==> src/rtl/wshbn_pkg.sv <==
// Shared types and constants for the peripheral-bus Wishbone interconnect.
package wshbn_pkg;

  localparam int WB_ADR_W    = 8;
  localparam int WB_DAT_W    = 32;
  localparam int WB_NSLV_MAX = 4;

  // Slave slots, selected by ADR[7:4]
  localparam int SLV_PIO  = 0;
  localparam int SLV_TMR  = 1;
  localparam int SLV_UART = 2;
  localparam int SLV_SPI  = 3;

  typedef enum logic [1:0] {
    IDLE = 2'd0,
    OWN  = 2'd1,
    ERR  = 2'd2
  } wb_state_e;

  // One master's request bundle
  typedef struct packed {
    logic [WB_ADR_W-1:0] adr;
    logic [WB_DAT_W-1:0] dat;
    logic                we;
    logic                stb;
    logic                cyc;
  } wb_req_t;

endpackage

==> src/rtl/wshbn_rr_arbiter.sv <==
// Two-requester round-robin arbiter. Holds the grant until released and
// remembers the last winner so a tie goes to the other master.
module wshbn_rr_arbiter (
  input  logic       i_clk,
  input  logic       i_rst,
  input  logic [1:0] i_req,
  input  logic       i_arb,      // bus is free, a new grant may be taken
  input  logic       i_release,  // current owner has finished
  output logic [1:0] o_gnt
);

  logic [1:0] r_gnt;
  logic       r_last;            // 1 = M1 won last, so M0 wins the next tie
  logic [1:0] w_pick;

  // Choose a winner: single requester wins outright, a tie alternates
  always_comb begin
    w_pick = i_req;
    if (i_req == 2'b11) w_pick = r_last ? 2'b01 : 2'b10;
  end

  // Grant and last-winner registers
  always_ff @(posedge i_clk or posedge i_rst) begin
    if (i_rst) begin
      r_gnt  <= 2'b00;
      r_last <= 1'b1;
    end else if (i_release) begin
      r_gnt  <= 2'b00;
    end else if (i_arb && (|i_req)) begin
      r_gnt  <= w_pick;
      r_last <= w_pick[1];
    end
  end

  assign o_gnt = r_gnt;

endmodule

==> src/rtl/wshbn_intercon.sv <==
// Two-master, up-to-four-slave Wishbone interconnect: round-robin grant,
// ADR[7:4] decode, combinational ACK/data return, and ERR on unmapped
// addresses or a slave that never ACKs.
module wshbn_intercon
  import wshbn_pkg::*;
#(
  parameter int NSLV    = 4,
  parameter int TIMEOUT = 64
) (
  input  logic                      CLK_I,
  input  logic                      RST_I,
  input  logic [WB_ADR_W-1:0]       M0_ADR_I,
  input  logic [WB_DAT_W-1:0]       M0_DAT_I,
  input  logic                      M0_WE_I,
  input  logic                      M0_STB_I,
  input  logic                      M0_CYC_I,
  output logic [WB_DAT_W-1:0]       M0_DAT_O,
  output logic                      M0_ACK_O,
  output logic                      M0_ERR_O,
  input  logic [WB_ADR_W-1:0]       M1_ADR_I,
  input  logic [WB_DAT_W-1:0]       M1_DAT_I,
  input  logic                      M1_WE_I,
  input  logic                      M1_STB_I,
  input  logic                      M1_CYC_I,
  output logic [WB_DAT_W-1:0]       M1_DAT_O,
  output logic                      M1_ACK_O,
  output logic                      M1_ERR_O,
  output logic [WB_ADR_W-1:0]       S_ADR_O,
  output logic [WB_DAT_W-1:0]       S_DAT_O,
  output logic                      S_WE_O,
  output logic                      S_CYC_O,
  output logic [WB_NSLV_MAX-1:0]    S_STB_O,
  input  logic [WB_NSLV_MAX*WB_DAT_W-1:0] S_DAT_I,
  input  logic [WB_NSLV_MAX-1:0]    S_ACK_I,
  output logic [1:0]                gnt_o,
  output logic                      tmo_o
);

  localparam logic [4:0] LP_NSLV     = 5'(NSLV);
  localparam logic [7:0] LP_TMO_LAST = 8'(TIMEOUT - 1);

  wb_state_e r_state, w_state_nx;
  logic [7:0] r_cnt;
  logic [1:0] w_gnt;
  wb_req_t    w_m0, w_m1, w_own;
  logic [3:0] w_sel;
  logic [1:0] w_ssel;
  logic       w_mapped, w_req_act, w_ack, w_fire, w_release;
  logic [WB_NSLV_MAX-1:0][WB_DAT_W-1:0] w_sdat;
  logic [WB_DAT_W-1:0] w_ret_dat;

  assign w_sdat = S_DAT_I;

  // Bundle master requests and pick the owner's (zero when nobody owns)
  always_comb begin
    w_m0  = '{adr: M0_ADR_I, dat: M0_DAT_I, we: M0_WE_I, stb: M0_STB_I, cyc: M0_CYC_I};
    w_m1  = '{adr: M1_ADR_I, dat: M1_DAT_I, we: M1_WE_I, stb: M1_STB_I, cyc: M1_CYC_I};
    w_own = '0;
    if (w_gnt[1])      w_own = w_m1;
    else if (w_gnt[0]) w_own = w_m0;
  end

  assign w_sel     = w_own.adr[7:4];
  assign w_ssel    = w_sel[1:0];
  assign w_mapped  = ({1'b0, w_sel} < LP_NSLV);
  assign w_req_act = (r_state == OWN) && w_own.cyc && w_own.stb;
  assign w_ack     = w_req_act && w_mapped && S_ACK_I[w_ssel];
  // A late ACK in the last allowed cycle beats the timeout
  assign w_fire    = w_req_act && w_mapped && !w_ack && (r_cnt == LP_TMO_LAST);
  assign w_release = (r_state != IDLE) && !w_own.cyc;
  assign w_ret_dat = ((r_state == OWN) && w_mapped) ? w_sdat[w_ssel] : '0;

  // Shared slave bus follows the owner directly
  assign S_ADR_O = w_own.adr;
  assign S_DAT_O = w_own.dat;
  assign S_WE_O  = w_own.we;
  assign S_CYC_O = w_own.cyc;

  for (genvar k = 0; k < WB_NSLV_MAX; k++) begin : g_stb
    assign S_STB_O[k] = w_req_act && w_mapped && !w_fire && (w_ssel == 2'(k));
  end

  // Return path: only the owner sees ACK/ERR/data
  assign M0_ACK_O = w_gnt[0] && w_ack;
  assign M1_ACK_O = w_gnt[1] && w_ack;
  assign M0_ERR_O = w_gnt[0] && (r_state == ERR);
  assign M1_ERR_O = w_gnt[1] && (r_state == ERR);
  assign M0_DAT_O = w_gnt[0] ? w_ret_dat : '0;
  assign M1_DAT_O = w_gnt[1] ? w_ret_dat : '0;

  assign gnt_o = w_gnt;
  assign tmo_o = w_fire;

  wshbn_rr_arbiter u_arb (
    .i_clk     (CLK_I),
    .i_rst     (RST_I),
    .i_req     ({M1_CYC_I, M0_CYC_I}),
    .i_arb     (r_state == IDLE),
    .i_release (w_release),
    .o_gnt     (w_gnt)
  );

  // Next-state decode
  always_comb begin
    w_state_nx = r_state;
    case (r_state)
      IDLE: if (M0_CYC_I || M1_CYC_I) w_state_nx = OWN;
      OWN: begin
        if (!w_own.cyc)                                 w_state_nx = IDLE;
        else if ((w_own.stb && !w_mapped) || w_fire)    w_state_nx = ERR;
      end
      ERR:     w_state_nx = w_own.cyc ? OWN : IDLE;
      default: w_state_nx = IDLE;
    endcase
  end

  // State register
  always_ff @(posedge CLK_I or posedge RST_I) begin
    if (RST_I) r_state <= IDLE;
    else       r_state <= w_state_nx;
  end

  // Wait counter: counts strobed cycles without ACK, clears otherwise
  always_ff @(posedge CLK_I or posedge RST_I) begin
    if (RST_I)                                    r_cnt <= '0;
    else if (w_req_act && w_mapped && !w_ack && !w_fire && w_own.cyc)
                                                  r_cnt <= r_cnt + 8'd1;
    else                                          r_cnt <= '0;
  end

endmodule
==> config.mk <==
export PLATFORM = sky130hd
export DESIGN_NAME = wshbn_intercon
export DESIGN_NICKNAME = d
export VERILOG_FILES = /design/src/rtl/wshbn_pkg.sv /design/src/rtl/wshbn_rr_arbiter.sv /design/src/rtl/wshbn_intercon.sv
export SDC_FILE = /design/constraint.sdc
export NUM_CORES = 1
export LEC_CHECK = 0
export CORE_AREA = 2 2 132 134
export DETAILED_ROUTE_END_ITERATION = 6
export DIE_AREA = 0 0 134 136
export GPL_TIMING_DRIVEN = 0
export PLACE_DENSITY_LB_ADDON = 0.12
export SYNTH_ARGS = -nofsm -noshare
export SYNTH_HDL_FRONTEND = slang
export SYNTH_HIERARCHICAL = 1
export SYNTH_SLANG_ARGS = --single-unit
==> constraint.sdc <==
create_clock -name CLK_I -period 6.4 [get_ports CLK_I]
set_clock_uncertainty 0.2 [all_clocks]
set_input_delay 1.28 -clock CLK_I [delete_from_list [all_inputs] [get_ports CLK_I]]
set_output_delay 1.28 -clock CLK_I [all_outputs]
set_load 0.005 [all_outputs]
==> run summary <==
The startpoint of the worst setup timing path is M1_ADR_I[7]. Across all setup checks in the final design, the least slack found is around 1300 ps. The minimum period implied by the final worst setup slack came out at ~5100 ps. The run finished with clean final reports. For hold timing, the worst endpoint is r_cnt[0]$_DFF_PP0_.

The post-synthesis async set-or-reset flop share came out at 1.000. CTS placed an instance of sky130_fd_sc_hd__clkbuf_16 at the clock tree root. The count of pins over their slew limit was 0.

The core box area is 0.01688 sq mm. The portion of the post-synthesis area used by sequential elements came out at 0.1235. The average cell area after synthesis is approximately 8 sq um.

The wire length per cell came out at roughly 18 um. Of all cell types, the one taking the most synthesized area is sky130_fd_sc_hd__mux2i_1. The power density of the placed cells came out at 206.3 mW/mm^2.

Data on the critical path arrives at its endpoint at around 3600 ps. The top fanout value on the critical path is 10. The layout net count is 900. Relative to the synthesized area, the layout overhead comes to 140.8%. The number of failing hold endpoints at the final stage was 0.

The initial antenna violation count is 0. The number of levels in the clock H-tree is 1. The length of the first detailed-routing pass in iterations came out at 4. The TritonCTS clock tree is built. After technology mapping, the gate count stands at 338. The die span in x is 134 um. The total of cells resized after clock tree synthesis is 0. The total non-filler cell area in the finished layout came out at between 0.006 and 0.007 sq mm.

The detailed router finished its first iteration with 108 violations. The number of setup violations in the final report is 0. The worst setup slack for register-to-register paths came out at around 4200 ps.

The critical hold path startpoint is r_cnt[0]$_DFF_PP0_. The number of nets in the synthesized netlist is 559. The share of the synthesized area in the top cell type came out at 0.2422. The max capacitance violation total came out at 0. The headroom to the max-slew limit came out at 0.6456. The required time at the endpoint of the critical path came out at between 4000 and 5000 ps.

Summed over all nets, the half-perimeter wirelength after detailed placement is approximately 14000 um. After clock tree synthesis, the clock-pin slew on the worst setup and hold paths is around 50 ps. The depth of the worst hold-timing path is 1. The floorplan step defined a die boundary enclosing 0.01822 sq mm.

The post-route clock period utilization came out at 0.7899. The timing-limited maximum frequency is just under 200 MHz. The number of storage elements in the synthesis netlist is 13. The worst register-to-register path begins at u_arb/o_gnt[0]$_DFFE_PP0P_. The latest clock arrival within the worst-skew pair came out at 240 ps.

The total length of routed wires came out at 15930 um. The post-placement setup slack came out at 1301 ps. The commonest register cell after synthesis is sky130_fd_sc_hd__dfrtp_1. The total leakage power came out at 2.730 nW. The cts-stage hold buffer count is 0. The worst vdd rail ir drop is 0.00007537 V.

During I/O placement, the number of pins put on the boundary was 337. Setup repair after global routing left no endpoint under its margin. The endpoint identified for the worst register-to-register timing path is r_state[0]$_DFFE_PP0P_. The path class of the tightest hold or removal check is register to register. The area after detailed placement came out at 0.006290 sq mm. The weighted congestion at the end of routability-driven global placement is about 0.79. The final antenna-violating net count came out at 0. The detailed router placed 3895 vias in this run. The worst-margin pin slew is 531.6 ps. STA classifies the critical path startpoint as a primary input.

The netlist uses 40 different library cells. The type of the worst setup path is primary input to primary output. The via count of the first global-routing pass is 4111. Clock tree synthesis inserted a total of 3 buffers.

During synthesis, Yosys emitted a total of 6 warnings. Port buffering added 336 buffers. The total DRC errors in the routed layout is 0.

The vertical extent of the die came out at 136 um. The repair_antennas step left the layout with diodes totalling 0. Ranked by total cell area, the synthesized netlist is headed by sky130_fd_sc_hd__mux2i_1 (24%), sky130_fd_sc_hd__mux2_2 (14%), sky130_fd_sc_hd__a22o_1 (13%). The first-pass GRT wire length is around 23000 um. The length in cells of the worst reg-to-reg path came out at 8. The post-route setup TNS came out at 0 ps. The starting density of the core came out at 0.1567. For this run the aggregate overflow at the end of global routing stands at 0. For this run, the total global-route usage over all layers was measured as 0.1618. The critical path capture point type is a primary output. The maximum clock insertion buffer count is 2. The synthesized netlist occupies a cell area of roughly 0.0026 sq mm. The count of flip-flops with a built-in enable after synthesis came out at 0. The post-CTS setup buffer count is 0. The total number of clock tree sinks is 13. Of the cells placed in the final design, the portion with a size suffix greater than 1 is 0.07965.

Dividing the detail-routed via count by the number of cells gives 4.313. The maximum number of pins on one net before global-route repair came out at 11. The floorplan has 48 rows.
==> report_power, final <==
part	internal, mW	switching [mW]	total [mW]	leakage, nW
Sequential	0.0960	0.0106	0.107	0.174
Clock	0.0841	0.0353	0.119	0.0382
Combinational	0.631	0.457	1.09	2.52
Total	0.811	0.503	1.31	2.73
==> synthesized netlist by cell type, types with 2 or more instances <==
library cell and count:
sky130_fd_sc_hd__a21oi_1 2, sky130_fd_sc_hd__a22o_1 39, sky130_fd_sc_hd__a32oi_1 3, sky130_fd_sc_hd__and2_1 6
sky130_fd_sc_hd__and3_1 3, sky130_fd_sc_hd__and3b_1 2, sky130_fd_sc_hd__buf_1 2, sky130_fd_sc_hd__buf_2 8
sky130_fd_sc_hd__buf_4 3, sky130_fd_sc_hd__buf_6 4, sky130_fd_sc_hd__clkbuf_1 11, sky130_fd_sc_hd__dfrtp_1 12
sky130_fd_sc_hd__inv_1 4, sky130_fd_sc_hd__mux2_2 32, sky130_fd_sc_hd__mux2i_1 64, sky130_fd_sc_hd__nand2_1 14
sky130_fd_sc_hd__nand3_1 9, sky130_fd_sc_hd__nand3b_1 3, sky130_fd_sc_hd__nor2_1 78, sky130_fd_sc_hd__nor2b_1 3
sky130_fd_sc_hd__nor3_1 5, sky130_fd_sc_hd__nor3b_1 4, sky130_fd_sc_hd__o21ai_0 8, sky130_fd_sc_hd__xor2_1 3
==> cell families (layout without fill, tap and decap cells) <==
logic type	count (synthesis)	in the layout	synth area share
and+or+nand+nor	131	131	0.2261
muxes	96	96	0.3784
AOI/OAI and AO/OA	60	60	0.1835
buffers and inverters	33	373	0.07048
DFF	13	13	0.1235
xor gates and xnor gates	4	4	0.01325
adders and majority gates	1	1	0.004730
==> registers in the layout, summed over array words and instances (netlist names) <==
name and count:
r_state 2, r_cnt 8, u_arb/o_gnt 2, u_arb/r_last 1
==> per-layer routing <==
layer	GRT usage	part of all wire	vias up
li1	-	-	1908
met1	0.1743	0.37	1770
met2	0.3057	0.52	196
met3	0.04922	0.089	21
met4	0.04314	0.022	0
met5	0	0	-
==> per-stage QoR <==
stage	instances	util	hold WS, ps	total power [mW]
finish	903	0.3774	304.1	1.314
global route	903	0.3774	325.4	1.412
CTS	903	0.3774	300.7	1.335
detailed placement	899	0.3727	294.4	1.210
global placement	899	0.3727	299.4	1.200
floorplan	338	-	263.2	0.6488
==> cells in the final DEF (no fill, tap or decap), types with 4 or more instances in the layout <==
master                            instances
sky130_fd_sc_hd__clkdlybuf4s50_1        336
sky130_fd_sc_hd__nor2_1                  78
sky130_fd_sc_hd__mux2i_1                 64
sky130_fd_sc_hd__a22o_1                  39
sky130_fd_sc_hd__mux2_2                  32
sky130_fd_sc_hd__nand2_1                 14
sky130_fd_sc_hd__clkbuf_1                12
sky130_fd_sc_hd__dfrtp_1                 12
sky130_fd_sc_hd__nand3_1                  9
sky130_fd_sc_hd__buf_2                    8
sky130_fd_sc_hd__o21ai_0                  8
sky130_fd_sc_hd__and2_1                   6
sky130_fd_sc_hd__nor3_1                   5
sky130_fd_sc_hd__buf_6                    4
sky130_fd_sc_hd__nor3b_1                  4
sky130_fd_sc_hd__inv_1                    4
==> final cells by class <==
| type | instances | area [sq um] |
|---|---|---|
| fill | 1741 | 10510 |
| inverter | 4 | 15.01 |
| buffer | 29 | 171.4 |
| timing repair buffer | 336 | 3363 |
| clock buffer | 4 | 78.83 |
| multi-input combinational | 292 | 2132 |
| tap | 225 | 281.5 |
| sequential | 13 | 326.6 |
==> worst max-delay path by stage <==
stage                   endpoint  cells after the start
CTS                   S_STB_O[2]                      8
finish               M0_DAT_O[1]                      7
detailed placement    S_STB_O[2]                      8
floorplan           M0_DAT_O[26]                      7
global route         M0_DAT_O[1]                      7
global placement    M0_DAT_O[19]                      8
==> critical path, stage by stage <==
cell,delay [ps]
sky130_fd_sc_hd__clkdlybuf4s50_1,430
sky130_fd_sc_hd__o21ai_0,250
sky130_fd_sc_hd__o21a_1,230
sky130_fd_sc_hd__nand3_1,300
sky130_fd_sc_hd__clkbuf_1,340
sky130_fd_sc_hd__nor2_1,210
sky130_fd_sc_hd__clkdlybuf4s50_1,530
(Power assumes the default switching activity.)
